<file path="src/rtl/instr_enc_pkg.sv">
// rtl/instr_enc_pkg.sv - shared kinds, opcodes and funct7 constants for the instruction encoder
package instr_enc_pkg;

   typedef enum logic [3:0] {
      K_R      = 4'd0,
      K_I      = 4'd1,
      K_LOAD   = 4'd2,
      K_STORE  = 4'd3,
      K_BRANCH = 4'd4,
      K_JAL    = 4'd5,
      K_JALR   = 4'd6,
      K_LUI    = 4'd7,
      K_AUIPC  = 4'd8,
      K_LI     = 4'd9
   } enc_kind_t;

   typedef enum logic {S_IDLE = 1'b0, S_EMIT2 = 1'b1} enc_state_t;

   localparam logic [6:0] OPC_OP     = 7'b0110011;
   localparam logic [6:0] OPC_OP_IMM = 7'b0010011;
   localparam logic [6:0] OPC_LOAD   = 7'b0000011;
   localparam logic [6:0] OPC_STORE  = 7'b0100011;
   localparam logic [6:0] OPC_BRANCH = 7'b1100011;
   localparam logic [6:0] OPC_JAL    = 7'b1101111;
   localparam logic [6:0] OPC_JALR   = 7'b1100111;
   localparam logic [6:0] OPC_LUI    = 7'b0110111;
   localparam logic [6:0] OPC_AUIPC  = 7'b0010111;

   localparam logic [6:0] F7_BASE = 7'b0000000;
   localparam logic [6:0] F7_ALT  = 7'b0100000;
   localparam logic [6:0] F7_MEXT = 7'b0000001;

   // True when v is representable as a bits-wide two's complement value.
   function automatic logic fits_signed(input logic [31:0] v, input int unsigned bits);
      logic [31:0] m;
      m = 32'hFFFF_FFFF << (bits - 1);
      return ((v & m) == m) || ((v & m) == 32'd0);
   endfunction

endpackage

</file>
<file path="src/rtl/instr_enc_pack.sv">
// rtl/instr_enc_pack.sv - combinational RV32IM field packer and legality check
// LI expansion outputs exist only with INSTR_ENC_LI_EXPAND_EN defined.
module instr_enc_pack
   import instr_enc_pkg::*;
(
   input  logic [3:0]  kind_i,
   input  logic [2:0]  funct3_i,
   input  logic        alt_i,
   input  logic        mext_i,
   input  logic [4:0]  rd_i,
   input  logic [4:0]  rs1_i,
   input  logic [4:0]  rs2_i,
   input  logic [31:0] imm_i,
   output logic [31:0] instr_o,
`ifdef INSTR_ENC_LI_EXPAND_EN
   output logic [31:0] instr2_o,
   output logic        two_o,
`endif
   output logic        illegal_o
);

   logic        fit12;
   logic        is_shift;
   logic [11:0] i_imm;
   logic [6:0]  r_f7;

   assign fit12    = fits_signed(imm_i, 12);
   assign is_shift = (funct3_i == 3'b001) || (funct3_i == 3'b101);
   assign i_imm    = is_shift ? {(alt_i ? F7_ALT : F7_BASE), imm_i[4:0]} : imm_i[11:0];
   assign r_f7     = mext_i ? F7_MEXT : (alt_i ? F7_ALT : F7_BASE);

`ifdef INSTR_ENC_LI_EXPAND_EN
   logic [11:0] li_lo;
   logic [19:0] li_hi;
   // Rounding the upper part compensates for ADDI sign-extending the low 12 bits.
   assign li_lo = imm_i[11:0];
   assign li_hi = imm_i[31:12] + {19'd0, imm_i[11]};
`endif

   always_comb begin
      instr_o   = 32'd0;
      illegal_o = 1'b0;
`ifdef INSTR_ENC_LI_EXPAND_EN
      instr2_o  = 32'd0;
      two_o     = 1'b0;
`endif
      case (kind_i)
         K_R: instr_o = {r_f7, rs2_i, rs1_i, funct3_i, rd_i, OPC_OP};
         K_I: begin
            illegal_o = !fit12;
            instr_o   = {i_imm, rs1_i, funct3_i, rd_i, OPC_OP_IMM};
         end
         K_LOAD: begin
            illegal_o = !fit12 || (funct3_i == 3'b011) || (funct3_i == 3'b110) ||
                        (funct3_i == 3'b111);
            instr_o   = {imm_i[11:0], rs1_i, funct3_i, rd_i, OPC_LOAD};
         end
         K_STORE: begin
            illegal_o = !fit12 || (funct3_i > 3'd2);
            instr_o   = {imm_i[11:5], rs2_i, rs1_i, funct3_i, imm_i[4:0], OPC_STORE};
         end
         K_BRANCH: begin
            illegal_o = imm_i[0] || !fits_signed(imm_i, 13) ||
                        (funct3_i == 3'b010) || (funct3_i == 3'b011);
            instr_o   = {imm_i[12], imm_i[10:5], rs2_i, rs1_i, funct3_i,
                         imm_i[4:1], imm_i[11], OPC_BRANCH};
         end
         K_JAL: begin
            illegal_o = imm_i[0] || !fits_signed(imm_i, 21);
            instr_o   = {imm_i[20], imm_i[10:1], imm_i[11], imm_i[19:12], rd_i, OPC_JAL};
         end
         K_JALR: begin
            illegal_o = !fit12;
            instr_o   = {imm_i[11:0], rs1_i, 3'b000, rd_i, OPC_JALR};
         end
         K_LUI: begin
            illegal_o = (imm_i[31:20] != 12'd0);
            instr_o   = {imm_i[19:0], rd_i, OPC_LUI};
         end
         K_AUIPC: begin
            illegal_o = (imm_i[31:20] != 12'd0);
            instr_o   = {imm_i[19:0], rd_i, OPC_AUIPC};
         end
`ifdef INSTR_ENC_LI_EXPAND_EN
         K_LI: begin
            if (li_hi == 20'd0) begin
               instr_o = {li_lo, 5'd0, 3'b000, rd_i, OPC_OP_IMM};
            end else begin
               instr_o = {li_hi, rd_i, OPC_LUI};
               if (li_lo != 12'd0) begin
                  two_o    = 1'b1;
                  instr2_o = {li_lo, rd_i, 3'b000, rd_i, OPC_OP_IMM};
               end
            end
         end
`endif
         default: illegal_o = 1'b1;
      endcase
   end

endmodule

</file>
<file path="src/rtl/instr_encoder.sv">
// rtl/instr_encoder.sv - instruction encoder and word stream writer (top)
// INSTR_ENC_LI_EXPAND_EN enables LI expansion with the EMIT2 state and pending word.
module instr_encoder
   import instr_enc_pkg::*;
#(
   parameter int unsigned       ADDR_W    = 16,
   parameter logic [ADDR_W-1:0] BASE_ADDR = '0
)(
   input  logic              clk,
   input  logic              rst_n,
   input  logic              in_valid,
   output logic              in_ready,
   input  logic [3:0]        in_kind,
   input  logic [2:0]        in_funct3,
   input  logic              in_alt,
   input  logic              in_mext,
   input  logic [4:0]        in_rd,
   input  logic [4:0]        in_rs1,
   input  logic [4:0]        in_rs2,
   input  logic [31:0]       in_imm,
   output logic              out_valid,
   input  logic              out_ready,
   output logic [31:0]       out_instr,
   output logic [ADDR_W-1:0] out_addr,
   input  logic              base_load,
   input  logic [ADDR_W-1:0] base_addr,
   output logic              err
);

   logic              out_valid_q, out_valid_d;
   logic [31:0]       out_instr_q, out_instr_d;
   logic [ADDR_W-1:0] addr_q, addr_d;
   logic              err_q, err_d;
   logic [31:0]       pk_instr;
   logic              pk_illegal;
   logic              accept, out_hs;

`ifdef INSTR_ENC_LI_EXPAND_EN
   enc_state_t  state_q, state_d;
   logic [31:0] pend_q, pend_d;
   logic [31:0] pk_instr2;
   logic        pk_two;
`endif

   instr_enc_pack u_pack (
      .kind_i    (in_kind),
      .funct3_i  (in_funct3),
      .alt_i     (in_alt),
      .mext_i    (in_mext),
      .rd_i      (in_rd),
      .rs1_i     (in_rs1),
      .rs2_i     (in_rs2),
      .imm_i     (in_imm),
      .instr_o   (pk_instr),
`ifdef INSTR_ENC_LI_EXPAND_EN
      .instr2_o  (pk_instr2),
      .two_o     (pk_two),
`endif
      .illegal_o (pk_illegal)
   );

`ifdef INSTR_ENC_LI_EXPAND_EN
   assign in_ready = (state_q == S_IDLE) && (!out_valid_q || out_ready);
`else
   assign in_ready = !out_valid_q || out_ready;
`endif
   assign accept = in_valid && in_ready;
   assign out_hs = out_valid_q && out_ready;

   always_comb begin
      out_valid_d = out_valid_q;
      out_instr_d = out_instr_q;
      err_d       = err_q;
`ifdef INSTR_ENC_LI_EXPAND_EN
      state_d     = state_q;
      pend_d      = pend_q;
`endif
      if (out_hs) out_valid_d = 1'b0;
`ifdef INSTR_ENC_LI_EXPAND_EN
      if ((state_q == S_EMIT2) && out_hs) begin
         out_instr_d = pend_q;
         out_valid_d = 1'b1;
         state_d     = S_IDLE;
      end
`endif
      if (accept) begin
         if (pk_illegal) begin
            err_d = 1'b1;
         end else begin
            out_instr_d = pk_instr;
            out_valid_d = 1'b1;
`ifdef INSTR_ENC_LI_EXPAND_EN
            if (pk_two) begin
               pend_d  = pk_instr2;
               state_d = S_EMIT2;
            end
`endif
         end
      end
      // A base reload overrides the post-handshake increment in the same cycle.
      addr_d = addr_q;
      if (base_load)   addr_d = base_addr;
      else if (out_hs) addr_d = addr_q + ADDR_W'(4);
   end

   always_ff @(posedge clk or negedge rst_n) begin
      if (!rst_n) begin
         out_valid_q <= 1'b0;
         out_instr_q <= 32'd0;
         addr_q      <= BASE_ADDR;
         err_q       <= 1'b0;
`ifdef INSTR_ENC_LI_EXPAND_EN
         state_q     <= S_IDLE;
         pend_q      <= 32'd0;
`endif
      end else begin
         out_valid_q <= out_valid_d;
         out_instr_q <= out_instr_d;
         addr_q      <= addr_d;
         err_q       <= err_d;
`ifdef INSTR_ENC_LI_EXPAND_EN
         state_q     <= state_d;
         pend_q      <= pend_d;
`endif
      end
   end

   assign out_valid = out_valid_q;
   assign out_instr = out_instr_q;
   assign out_addr  = addr_q;
   assign err       = err_q;

endmodule

</file>
<file path="config.mk">
export PLATFORM = sky130hd
export DESIGN_NAME = instr_encoder
export DESIGN_NICKNAME = d
export VERILOG_FILES = /design/src/rtl/instr_enc_pkg.sv /design/src/rtl/instr_enc_pack.sv /design/src/rtl/instr_encoder.sv
export SDC_FILE = /design/constraint.sdc
export NUM_CORES = 1
export LEC_CHECK = 0
export CAP_MARGIN = 5
export CELL_PAD_IN_SITES_DETAIL_PLACEMENT = 1
export CELL_PAD_IN_SITES_GLOBAL_PLACEMENT = 2
export CORE_MARGIN = 10
export CORE_UTILIZATION = 23
export CTS_CLUSTER_DIAMETER = 40
export DETAILED_ROUTE_END_ITERATION = 7
export GPL_TIMING_DRIVEN = 0
export PLACE_DENSITY_LB_ADDON = 0.12
export SLEW_MARGIN = 20
export SYNTH_ARGS = -nofsm -noshare
export SYNTH_HDL_FRONTEND = slang
export SYNTH_SLANG_ARGS = --single-unit
</file>
<file path="constraint.sdc">
create_clock -name clk -period 1.4 [get_ports clk]
set_input_delay 0.28 -clock clk [delete_from_list [all_inputs] [get_ports clk]]
set_output_delay 0.28 -clock clk [all_outputs]
set_load 0.02 [all_outputs]
</file>
==> key figures <==
Status
  • Status: finished, violations left
  • Failing checks: setup timing

Floorplanning
  • Die area: 19400 µm²
  • Initial Util: 0.235
  • I/O pin count: approximately 130
  • CORE AREA: 13900 µm²
  • Die Wd: approximately 140 µm
  • Die H: ~140 µm
  • Cell row count: 43

Setup path
  • WP data arrival: about 2.2 ns
  • Worst path bufs/invs: 4
  • Worst setup EP type: flip-flop
  • Critical Path Max Stage Delay: 0.30 ns
  • CP dominant cell by count: buf_12
  • CP Launch Type: primary input
  • Crit path cell chain: buf_8 > nor4_4 > nand3_2 > o2bb2a_1 > o211ai_1 > buf_4 > nand4_4 > buf_12 > buf_12 > mux2_4
  • CP top delay family: buffers and inverters
  • WP data required: 1.59 ns
  • Crit path max-delay cell type: o2bb2a_1
  • Crit path kind: primary input to flip-flop
  • Crit path max fanout: 5

Worst hold path
  • Worst min path class: primary input to flip-flop

Yosys
  • Combinational family with the most area after synthesis: compound AO/OA/AOI/OAI gates
  • Syn_area_per_cell: roughly 9.4 µm²
  • Primary FF master, synth: dfrtp_1
  • Post-synthesis xor/xnor area fraction: 0.0375
  • Top cell type's share of synthesized area: 0.375
  • Ys Warns: 0
  • Count leader, synth: dfrtp_1
  • Synth top area cells: dfrtp_1, mux2_4, o21ai_0
  • #FFs+latches synth: 49
  • Synth Area in Compound Gates: 0.203
  • Synthesized cell area: 3270 µm²
  • Mapped Cells: about 350
  • Mux contribution to synthesized area: 0.157
  • Synthesized Nets: roughly 430
  • Ys async rst share: 1.00
  • Synth Area in Adders: 0.00382
  • Register area share after synthesis: 0.375
  • Synth area leader: dfrtp_1
  • Post-synth cell types: 50
  • Synth cell count leaders: dfrtp_1, nand2_1, o21ai_0
  • Synth Area in Simple Gates: 0.174
  • Post-synth EDFFs: 0

Final layout
  • N_diodes: 0
  • Fraction of layout instances using a drive strength above 1: 0.312
  • Area grow syn2layout: 69.1%
  • Multi-input gate area: 2170 µm²
  • Cell area after layout: 5540 µm²
  • FF/Latch Area: ~1200 µm²
  • Nets@finish: 600
  • Fillers: 1601

Detailed routing
  • DR DRC count: 0
  • Final wirelength: roughly 15000 µm
  • DR vias/cell: a little under 5
  • Wire length per cell: 21.0 µm
  • DR pass1 iterations: 4
  • Vias: between 3000 and 4000
  • ANT nets after route: 0
  • Initial detailed-routing violation count: approximately 190

Global route
  • Vias in the first global route: between 3000 and 4000
  • All-layer global routing usage: 0.149
  • Largest net degree at the start of global routing: 26
  • Initial antenna violation count: 0
  • Grt ovf: 0
  • First-pass GRT wire length: around 23000 µm

Clock network
  • Max clock buf depth: 2
  • Clk sinks: 49
  • CTS tree: built
  • Total CTS buffers: 5
  • H-tree levels: 2
  • Skew-Pair Late Insertion Delay: slightly above 0.3 ns
  • CTS clk-pin slew, worst paths: roughly 0.070 ns
  • Root Driver: clkbuf_16

Place
  • RePlAce Congestion: slightly above 0.8
  • Cell Area, Placed: just under 5000 µm²
  • Hpwl dp: between 10000 and 15000 µm
  • PortBufs: roughly 130
  • Dpl ws: -1.53 ns

STA
  • Final Worst Setup Slack: -0.653 ns
  • Clk_skew: between 0.006 and 0.007 ns
  • Final period util: 1.47
  • Setup repair after global routing missed its margin: yes
  • Worst slew pin tran: approximately 0.62 ns
  • Slew Limit Fails: 0
  • Headroom to the max-slew limit: 0.584
  • Achievable Freq: about 500 MHz
  • Final setup fails: 33
  • Fin. Hold Viols: 0
  • Crit path time final: between 2 and 2.5 ns

Pwr
  • Pwr dens: 952 nW/µm²
  • Pleak: 2.48 nW
  • Worst VDD drop: ~550 µV

Flow run
  • Max-cap viol count: 0
[placed cells by master, fill, tap and decap left out, types with 15 or more instances in the layout]
cell	count
nand2_1	36
dlygate4sd2_1	49
o21ai_0	31
buf_2	15
a21oi_1	21
clkdlybuf4s50_1	44
dfrtp_1	44
buf_4	35
mux2_4	26
[per-stage QoR]
step	total power [mW]	util	setup TNS, ns	hold slack, ns	cells
after floorplan	2.92	-	-17.46	-0.0156	347
after global placement	4.02	0.346	-138.94	0.444	653
after detailed placement	4.05	0.347	-51.86	0.239	654
after CTS	5.31	0.387	-20.00	0.399	696
after global routing	5.58	0.397	-22.35	0.401	703
final	5.27	0.397	-19.88	0.376	703
[cell families after synthesis]
family                   Yosys count
AND/OR/NAND/NOR                  110
flip-flops                        49
adder cells (fa/ha/maj)            1
buffers and inverters             33
XOR/XNOR                          14
multiplexers                      38
AO/OA/AOI/OAI                    102
[registers in the layout, summed over array words and instances (netlist names)]
name and flops:
out_valid 1, out_instr 31, out_addr 16, err 1
[report_power, final]
part,switching [mW],leakage (nW),internal (mW)
clock,0.590,0.0712,0.669
combinational,1.08,1.80,1.05
sequential,0.191,0.605,1.69
total,1.86,2.48,3.41
[layer usage]
layer / global-route usage / vias to the layer above / wire length (µm)
met2: 0.251 / 85 / 7290
li1: - / 1626 / -
met1: 0.190 / 1722 / 6460
met4: 0.0368 / 0 / 160
met5: 0 / - / 0
met3: 0.0299 / 10 / 824
[final cells by class]
class / count / area share
Clock buffer: 6 / 0.0233
Multi-Input combinational cell: 265 / 0.392
Timing Repair Buffer: 169 / 0.280
Buffer: 22 / 0.0312
Sequential cell: 49 / 0.223
Tap cell: 180 / 0.0407
Inverter: 10 / 0.00746
Clock inverter: 2 / 0.00249
[worst min-delay path, cell delays in order]
cell and delay [ns]:
buf_6 0.12, nand2_1 0.06, o21ai_0 0.06, mux2_4 0.14
[timing repair]
item,4_1_cts,5_1_grt
hold buffers,1,0
setup endpoints to repair,90,49
pin swaps,21,21
resized for setup,199,50
gates cloned,2,0
setup buffers,32,9
hold endpoints to repair,24,0
[final timing paths]
kind	cells after the start	slack, ns	start	endpoint
worst max-delay path	10	-0.65	in_imm[25]	out_instr[16]
worst min-delay path	4	0.38	in_imm[12]	out_instr[24]
worst max register to register	6	-0.27	out_valid	out_instr[16]
worst min register to register	1	0.46	err	err
max in group asynchronous	3	0.47	rst_n	out_addr[4]
min in group asynchronous	2	0.43	rst_n	out_instr[11]
Power figures use the tool's default switching activity.
